$ cat src/rtl/sha1_round_ctrl.sv
// sha1_round_ctrl: SHA-1 block sequencer driving load, round and hash-accumulate enables.
module sha1_round_ctrl #(
  parameter int ROUNDS = 80,
  parameter int WORDS  = 16
) (
  input  logic        wb_clk_i,
  input  logic        wb_rst_i,
  input  logic        start,
  input  logic        first_block,
  input  logic        abort,
  output logic        init_hash,
  output logic        w_load,
  output logic [3:0]  w_addr,
  output logic        round_en,
  output logic [6:0]  round_idx,
  output logic        w_sched,
  output logic [1:0]  f_sel,
  output logic [31:0] k_const,
  output logic        add_hash,
  output logic        busy,
  output logic        done,
  output logic        irq
);
  typedef enum logic [1:0] {IDLE, LOAD, ROUND, FINAL} state_t;
  localparam logic [6:0] LAST_W = 7'(WORDS - 1);
  localparam logic [6:0] LAST_R = 7'(ROUNDS - 1);
  localparam logic [6:0] SCHED  = 7'(WORDS);
  localparam logic [6:0] Q1     = 7'(ROUNDS / 4);
  localparam logic [6:0] Q2     = 7'(ROUNDS / 2);
  localparam logic [6:0] Q3     = 7'(3 * (ROUNDS / 4));
  state_t      state_q, state_d;
  logic [6:0]  cnt_q, cnt_d;
  logic [1:0]  f_sel_q, f_sel_d;
  logic        done_q, done_d, irq_q, irq_d, init_hash_q, init_hash_d;
  always_comb begin
    state_d     = state_q;
    cnt_d       = cnt_q;
    done_d      = done_q;
    irq_d       = 1'b0;
    init_hash_d = 1'b0;
    if (abort) begin
      state_d = IDLE;
      cnt_d   = '0;
    end else begin
      unique case (state_q)
        IDLE: if (start) begin
          state_d     = LOAD;
          done_d      = 1'b0;
          init_hash_d = first_block;
        end
        LOAD: begin
          state_d = (cnt_q == LAST_W) ? ROUND : LOAD;
          cnt_d   = (cnt_q == LAST_W) ? '0 : cnt_q + 7'd1;
        end
        ROUND: begin
          state_d = (cnt_q == LAST_R) ? FINAL : ROUND;
          cnt_d   = (cnt_q == LAST_R) ? '0 : cnt_q + 7'd1;
        end
        FINAL: begin
          state_d = IDLE;
          done_d  = 1'b1;
          irq_d   = 1'b1;
        end
      endcase
    end
    // quarter selection looks ahead so f_sel/k_const line up with round_idx
    f_sel_d = (state_d != ROUND) ? 2'd0 :
              (cnt_d < Q1) ? 2'd0 :
              (cnt_d < Q2) ? 2'd1 :
              (cnt_d < Q3) ? 2'd2 : 2'd3;
  end
  always_ff @(posedge wb_clk_i or posedge wb_rst_i) begin
    if (wb_rst_i) begin
      state_q     <= IDLE;
      cnt_q       <= '0;
      f_sel_q     <= '0;
      done_q      <= 1'b0;
      irq_q       <= 1'b0;
      init_hash_q <= 1'b0;
    end else begin
      state_q     <= state_d;
      cnt_q       <= cnt_d;
      f_sel_q     <= f_sel_d;
      done_q      <= done_d;
      irq_q       <= irq_d;
      init_hash_q <= init_hash_d;
    end
  end
  assign w_load    = state_q == LOAD;
  assign w_addr    = w_load ? cnt_q[3:0] : 4'd0;
  assign round_en  = state_q == ROUND;
  assign round_idx = round_en ? cnt_q : 7'd0;
  assign w_sched   = round_en && (cnt_q >= SCHED);
  assign add_hash  = state_q == FINAL;
  assign busy      = state_q != IDLE;
  assign f_sel     = f_sel_q;
  assign k_const   = (f_sel_q == 2'd0) ? 32'h5A827999 :
                     (f_sel_q == 2'd1) ? 32'h6ED9EBA1 :
                     (f_sel_q == 2'd2) ? 32'h8F1BBCDC : 32'hCA62C1D6;
  assign done      = done_q;
  assign irq       = irq_q;
  assign init_hash = init_hash_q;
endmodule
$ cat config.mk
export PLATFORM = sky130hd
export DESIGN_NAME = sha1_round_ctrl
export DESIGN_NICKNAME = d
export VERILOG_FILES = /design/src/rtl/sha1_round_ctrl.sv
export SDC_FILE = /design/constraint.sdc
export NUM_CORES = 1
export LEC_CHECK = 0
export ABC_AREA = 1
export CORE_ASPECT_RATIO = 0.5
export CORE_MARGIN = 2
export CORE_UTILIZATION = 48
export CTS_BUF_LIST = sky130_fd_sc_hd__clkbuf_4 sky130_fd_sc_hd__clkbuf_8 sky130_fd_sc_hd__clkbuf_16
export DETAILED_ROUTE_END_ITERATION = 7
export DONT_BUFFER_PORTS = 1
export GPL_TIMING_DRIVEN = 0
export HOLD_SLACK_MARGIN = 0.08
export PLACE_DENSITY = 0.72
export SLEW_MARGIN = 20
export SYNTH_ARGS = -nofsm -noshare
export SYNTH_HDL_FRONTEND = slang
export SYNTH_SLANG_ARGS = --single-unit
$ cat constraint.sdc
create_clock -name wb_clk_i -period 2.05 [get_ports wb_clk_i]
set_clock_uncertainty 0.15 [all_clocks]
set_input_delay 0.41 -clock wb_clk_i [delete_from_list [all_inputs] [get_ports wb_clk_i]]
set_output_delay 0.41 -clock wb_clk_i [all_outputs]
set_load 0.01 [all_outputs]
==> results of run 1 <==
## worst max-delay path: stages (launching register included)
cell and delay [ps]:
dfrtp_2 470, inv_2 90, ha_2 230, or2_4 260
buf_4 150
## state kept, by name, indices dropped and copies added (netlist names)
signal	flops
f_sel	2
done	1
init_hash	1
cnt_q	7
state_q	2
irq	1
## what timing repair did
item	4_1_cts	5_1_grt
setup endpoints to repair	10	5
hold buffers	2	0
gates resized for setup	14	8
pin swaps	0	1
setup buffers	0	2
endpoints found under the hold margin	16	0
## through the flow
stage               setup slack, ps  power (mW)  TNS (ps)
floorplan                      56.3       0.722         0
global placement               -102       0.807      -118
detailed placement             -140       0.816      -202
CTS                            7.85        1.06         0
global route                  -27.4        1.25     -42.6
finish                         42.1        1.16         0
## layout by cell type (no fill, tap or decap), types with 2 or more instances in the layout
cell type and n:
dlygate4sd3_1 2, nand3_1 14, ha_4 4, inv_1 39
dfrtp_2 2, inv_2 4, nand2_2 4, nor2_2 7
nor2_1 8, dfrtp_1 12, nand2_1 34, buf_4 21
clkbuf_8 3, nand4_1 3, nand3_2 2, o21ai_0 5
conb_1 4, ha_2 2, ha_1 8
## worst paths after layout
| kind | to | slack, ps | depth (start not counted) |
|---|---|---|---|
| max in group asynchronous | f_sel[1] | 860 | 2 |
| min | init_hash | 130 | 2 |
| min reg2reg | done | 420 | 2 |
| min in group asynchronous | irq | 500 | 2 |
| max | k_const[12] | 40 | 4 |
| max reg2reg | f_sel[0] | 140 | 11 |
## per-layer routing
metal  global-route usage  up-vias  share of wire
li1                     -      531              -
met1                0.199      472           0.43
met2                0.320       46           0.48
met3               0.0563        5          0.076
met4               0.0545        0          0.010
met5                    0        -              0
## cells by family (layout without fill, tap and decap cells)
kind of cell	count (synthesis)	in the layout	share of synthesized area
AOI/OAI and AO/OA	12	12	0.0648
adders and majority gates	14	14	0.137
buffers and inverters	63	70	0.242
DFF	14	14	0.275
other	2	4	0.00589
and+or+nand+nor	75	75	0.275
## layout make-up
type | count | area share
well taps | 37 | 0.0312
inverters | 43 | 0.109
clock buffers | 3 | 0.0278
repair buffers | 4 | 0.0236
flip-flops and latches | 14 | 0.238
multi-input cells | 105 | 0.467
plain buffers | 20 | 0.104
## power by group through the flow
stage	Combinational, mW	Clock (mW)	Sequential [mW]
5_1_grt	0.651	0.248	0.350
6_report	0.585	0.227	0.343
3_5_place_dp	0.468	0	0.347
4_1_cts	0.483	0.235	0.342
2_1_floorplan	0.381	0	0.341
3_3_place_gp	0.462	0	0.345
==> summary.md, run 1 <==
| Metric | Value |
|---|---|
| Max Fclk | `0.498 GHz` |
| CP Data Arrival Time | `1450 ps` |
| Mean area per synthesized cell | `7.08 µm²` |
| Num Clock Sinks | `14` |
| Pwr dens | `780 nW/µm²` |
| Min-Delay Path Class | `in2reg` |
| Synth top area share | `0.275` |
| Area contributors post-synth | `dfrtp_1 27%, ha_1 14%, inv_1 13%` |
| Sw frac | `0.425` |
| Synth unique cells | `23` |
| Flop pwr share | `0.297` |
| VDD IR max | `0.584 mV` |
| Minimum clock period | `2010 ps` |
| 1st-pass router iterations | `4` |
| Drt initial violations | `35` |
| Initial antenna violation count | `0` |
| First-pass GRT wire length | `3.99 mm` |
| IO Port Bufs | `0` |
| EDFF count, synth | `0` |
| Final Hold Slack | `130 ps` |
| Dpl hpwl | `2.02 mm` |
| Remaining Overflow, GRT | `0` |
| # fillers | `236` |
| CP Capture Type | `output port` |
| Antenna-violating nets left | `0` |
| Fraction of registers with async set or reset after synthesis | `1.00` |
| Synth warn | `0` |
| Clk pwr share | `0.197` |
| Commonest cells post-synth | `43 x inv_1, 34 x nand2_1, 19 x buf_4` |
| Synth-to-layout area growth | `16.3%` |
| Crit path launch | `f_sel[0]` |
| Most frequent cell after synthesis | `inv_1` |
| Placed Instances | `219` |
| Worst Max-Slew Pin Slew | `532 ps` |
| Pin count of the biggest net entering global routing | `15` |
| Period utilisation layout | `0.979` |
| Post-synth top area cell | `dfrtp_1` |
| Max transition margin | `0.645` |
| Die height | `40.4 µm` |
| Post-Syn Area | `1270 µm²` |
| MaxCap Viol Count | `0` |
| Share of layout cells above drive strength 1 | `0.296` |
| Post-route cell area | `1480 µm²` |
| Gate power share | `0.506` |
| Sequential cell area fraction in the yosys report | `0.275` |
| RSZ-0062 raised after global routing | `true` |
| Switching Power | `0.491 mW` |
| Non-Filler Instances | `226` |
| Final-report max-slew violation count | `0` |
| Die Area | `3110 µm²` |
| P_leak | `0.861 nW` |
| Via density | `4.66` |
| CP required | `1490 ps` |
| Syn Inst Count | `180` |
| Average wire per standard cell | `11.6 µm` |
| Via Count | `1,054` |
| Worst-path maximum fanout | `6` |
| Number of synthesized register bits | `14` |
| Setup violations, final | `0` |
| Reg-to-Reg Start | `state_q[0]` |
| Area post-placement | `1330 µm²` |
| Min-delay src | `start` |
| Die width | `76.9 µm` |
| Initial Util | `0.499` |
| CP startpoint kind | `register` |
| Final Core Density | `0.581` |
| Vias in the first global route | `892` |
| Core Region | `2550 µm²` |
| Clock-pin slew on the worst setup and hold paths | `60 ps` |
| Maximum clock path buffer count | `2` |
| Routed wire length | `2.63 mm` |
| TritonCTS Buffers | `3` |
| Site Rows | `13` |
| Post-layout nets | `210` |
| Multi-input gate area | `692 µm²` |
| Antenna Cells | `0` |
| H-tree Lvls | `1` |
| Final Hold Vio Count | `0` |
| CTS Root Cell | `clkbuf_8` |
| Residual DRC count | `0` |
| Most used DFF post-synth | `dfrtp_1` |
| Reg area | `353 µm²` |
| I/O pin total | `58` |
| Gp weighted congestion | `0.864` |
| Critical setup path kind | `reg2out` |
| Status | `complete, no violations` |
| Worst skew pair latency | `250 ps` |
| CTS tree | `yes` |
| Total Routing Usage GR | `0.172` |
| Pint | `0.665 mW` |
Power figures use the tool's default switching activity.
==> inputs of run 2 (changes only) <==
--- a/constraint.sdc
+++ b/constraint.sdc
@@ -4,2 +4,2 @@
 set_output_delay 0.41 -clock wb_clk_i [all_outputs]
-set_load 0.01 [all_outputs]
+set_load 0.02 [all_outputs]
==> run 2 against run 1 <==
Compared with the run above:
- wire length down 1.3%
- clock power up 11%
- cell area up 4.6%
- global-route usage shrank 0.85 points
- via count rose by 0.47%
- highest routed layer unchanged
- sequential power up 2%
- critical endpoint is now k_const[23]
- largest cell class unchanged
- die area stayed put
- the flow now finishes with violations (setup timing)
- maximum frequency shrank 3.7%
- core utilization increased by 2.7 points
==> summary.md, run 2 (synthesis gave the netlist of run 1 again) <==
| Metric | Value |
|---|---|
| Remaining Overflow, GRT | `0 (unchanged)` |
| Top sig layer | `met4 (unchanged)` |
| TritonCTS Buffers | `3 (unchanged)` |
| Vias in the first global route | `871 (was 892)` |
| CP Buf/Inv Count | `3 (was 2)` |
| Final Hold Slack | `127 ps (was 130 ps)` |
| Minimum clock period | `2090 ps (was 2010 ps)` |
| Pre-CTS setup slack | `-158 ps (was -140 ps)` |
| Clock-pin slew on the worst setup and hold paths | `60 ps (about the same)` |
| Via Count | `1,059 (was 1,054)` |
| Average wire per standard cell | `11.3 µm (was 11.6 µm)` |
| Max transition margin | `0.631 (was 0.645)` |
| MaxCap Viol Count | `0 (unchanged)` |
| Gp weighted congestion | `0.839 (was 0.864)` |
| Antenna Cells | `0 (unchanged)` |
| Worst path depth | `5 (was 4)` |
| Post-layout nets | `212 (was 210)` |
| Dpl hpwl | `1.97 mm (was 2.02 mm)` |
| Antenna-violating nets left | `0 (unchanged)` |
| Slowest CP cell | `dfrtp_2 (unchanged)` |
| 1st-pass router iterations | `4 (unchanged)` |
| Max reg flops | `7 (unchanged)` |
| Site Rows | `13 (unchanged)` |
| CTS Root Cell | `clkbuf_8 (unchanged)` |
| Most flops, register | `cnt_q (unchanged)` |
| Status | `finished, violations left (was complete, no violations)` |
| Period utilisation layout | `1.02 (was 0.979)` |
| H-tree Lvls | `1 (unchanged)` |
| Largest delay share family, worst path | `flip-flops (unchanged)` |
| Most common cell after layout, fill and taps aside | `inv_1 (unchanged)` |
| Setup violations, final | `1 (was 0)` |
| Total Routing Usage GR | `0.164 (was 0.172)` |
| Final Hold Vio Count | `0 (unchanged)` |
| Routed wire length | `2.60 mm (was 2.63 mm)` |
| Worst path cell trace | `inv_4 > ha_4 > nor2_4 > inv_4 > buf_6 (was inv_2 > ha_2 > or2_4 > buf_4)` |
| CTS tree | `yes (unchanged)` |
| Worst Max-Slew Pin Slew | `553 ps (was 532 ps)` |
| M1 WL | `1.13 mm (about the same)` |
| Most frequent CP cell | `inv_4` |
| Final Core Density | `0.608 (was 0.581)` |
| Multi-input gate area | `719 µm² (was 692 µm²)` |
| Worst skew pair latency | `250 ps (about the same)` |
| IO Port Bufs | `0 (unchanged)` |
| R2r worst-path depth | `10 (was 11)` |
| CP Capture Type | `output port (unchanged)` |
| CP startpoint kind | `register (unchanged)` |
| Failing checks | `setup timing` |
| # fillers | `217 (was 236)` |
| Drt initial violations | `20 (was 35)` |
| Maximum clock path buffer count | `2 (unchanged)` |
| Die Area | `3110 µm² (unchanged)` |
| Critical setup path kind | `reg2out (unchanged)` |
| Crit path launch | `f_sel[1] (was f_sel[0])` |
| Max Fclk | `0.480 GHz (was 0.498 GHz)` |
| Share of layout cells above drive strength 1 | `0.323 (was 0.296)` |
| Synth-to-layout area growth | `21.7% (was 16.3%)` |
| Max stage delay on crit path | `510 ps (was 470 ps)` |
| Reg area | `353 µm² (unchanged)` |
| I/O pin total | `58 (unchanged)` |
| Via density | `4.62 (was 4.66)` |
| Worst-path maximum fanout | `6 (unchanged)` |
| Initial Util | `0.499 (unchanged)` |
| Pwr dens | `814 nW/µm² (was 780 nW/µm²)` |
| RSZ-0062 raised after global routing | `true (unchanged)` |
| Setup WS post-layout | `-35.0 ps (was 42.1 ps)` |
| Initial antenna violation count | `0 (unchanged)` |
| Reg-to-Reg Start | `state_q[0] (unchanged)` |
| Die height | `40.4 µm (unchanged)` |
| R2R Setup Slk | `140 ps (about the same)` |
| Routed wl met3 | `197 µm (was 200 µm)` |
| Num Clock Sinks | `14 (unchanged)` |
| VDD IR max | `0.664 mV (was 0.584 mV)` |
| Final-report max-slew violation count | `0 (unchanged)` |
| Worst setup endpoint | `k_const[23] (was k_const[12])` |
| P_leak | `0.888 nW (was 0.861 nW)` |
| Die width | `76.9 µm (unchanged)` |
| Residual DRC count | `0 (unchanged)` |
| Core Region | `2550 µm² (unchanged)` |
| Pin count of the biggest net entering global routing | `15 (unchanged)` |
| Min-Delay Path Class | `in2reg (unchanged)` |
| Met2 wire len | `1.24 mm (was 1.27 mm)` |
| Most frequent cells in the layout | `36 x inv_1, 34 x nand2_1, 21 x buf_4 (was 39 x inv_1, 34 x nand2_1, 21 x buf_4)` |
| Reg2reg end | `f_sel[0] (unchanged)` |
| CP Data Arrival Time | `1530 ps (was 1450 ps)` |
| First-pass GRT wire length | `3.80 mm (was 3.99 mm)` |
| CP required | `1490 ps (about the same)` |
## run 2: changes by cell type in the layout (fill, tap and decap cells not counted)
| cell | before | now |
|---|---|---|
| inv_1 | 39 | 36 |
| a21oi_2 | 1 | 0 |
| ha_2 | 2 | 0 |
| clkbuf_4 | 0 | 1 |
| buf_6 | 1 | 2 |
| a21oi_4 | 0 | 1 |
| ha_4 | 4 | 6 |
| inv_4 | 0 | 3 |
| buf_8 | 0 | 1 |
## run 2: what timing repair did
item                                    CTS  global route
pin swaps                                 1             3
endpoints found under the setup margin   24            12
hold buffers                              2             0
setup buffers                             1             3
endpoints found under the hold margin    16             0
resized for setup                        23             7
## run 2: power breakdown
| part | internal [mW] | leakage [nW] | switching, mW | total (mW) |
|---|---|---|---|---|
| Sequential | 0.310 | 0.190 | 0.0404 | 0.350 |
| Combinational | 0.257 | 0.672 | 0.404 | 0.660 |
| Clock | 0.151 | 0.0262 | 0.101 | 0.251 |
| Total | 0.717 | 0.888 | 0.545 | 1.26 |
## run 2: through the flow
step                power [mW]  TNS, ps  instance area (µm²)  std cells
finish                    1.26    -35.0                 1550        229
global route              1.35     -223                 1550        229
CTS                       1.15    -52.6                 1500        226
detailed placement       0.857     -457                 1340        219
global placement         0.851     -326                 1340        219
floorplan                0.766        0                 1290        182
## run 2: area by class of cell
type | instances | share of cell area
multi-input cells | 105 | 0.464
flip-flops and latches | 14 | 0.227
inverters | 43 | 0.109
plain buffers | 20 | 0.106
repair buffers | 6 | 0.0323
clock buffers | 4 | 0.0315
well taps | 37 | 0.0298
## run 2: worst min-delay path by stage
stage	startpoint	end	depth (start not counted)
floorplan	wb_rst_i	cnt_q[0]	1
global placement	wb_rst_i	cnt_q[6]	1
detailed placement	wb_rst_i	init_hash	1
CTS	start	init_hash	2
global route	start	init_hash	2
finish	start	init_hash	2
## run 2: routing by layer
metal	GRT usage	vias up
met4	0.0591	0
met1	0.189	475
li1	-	542
met3	0.0518	4
met2	0.303	38
met5	0	-
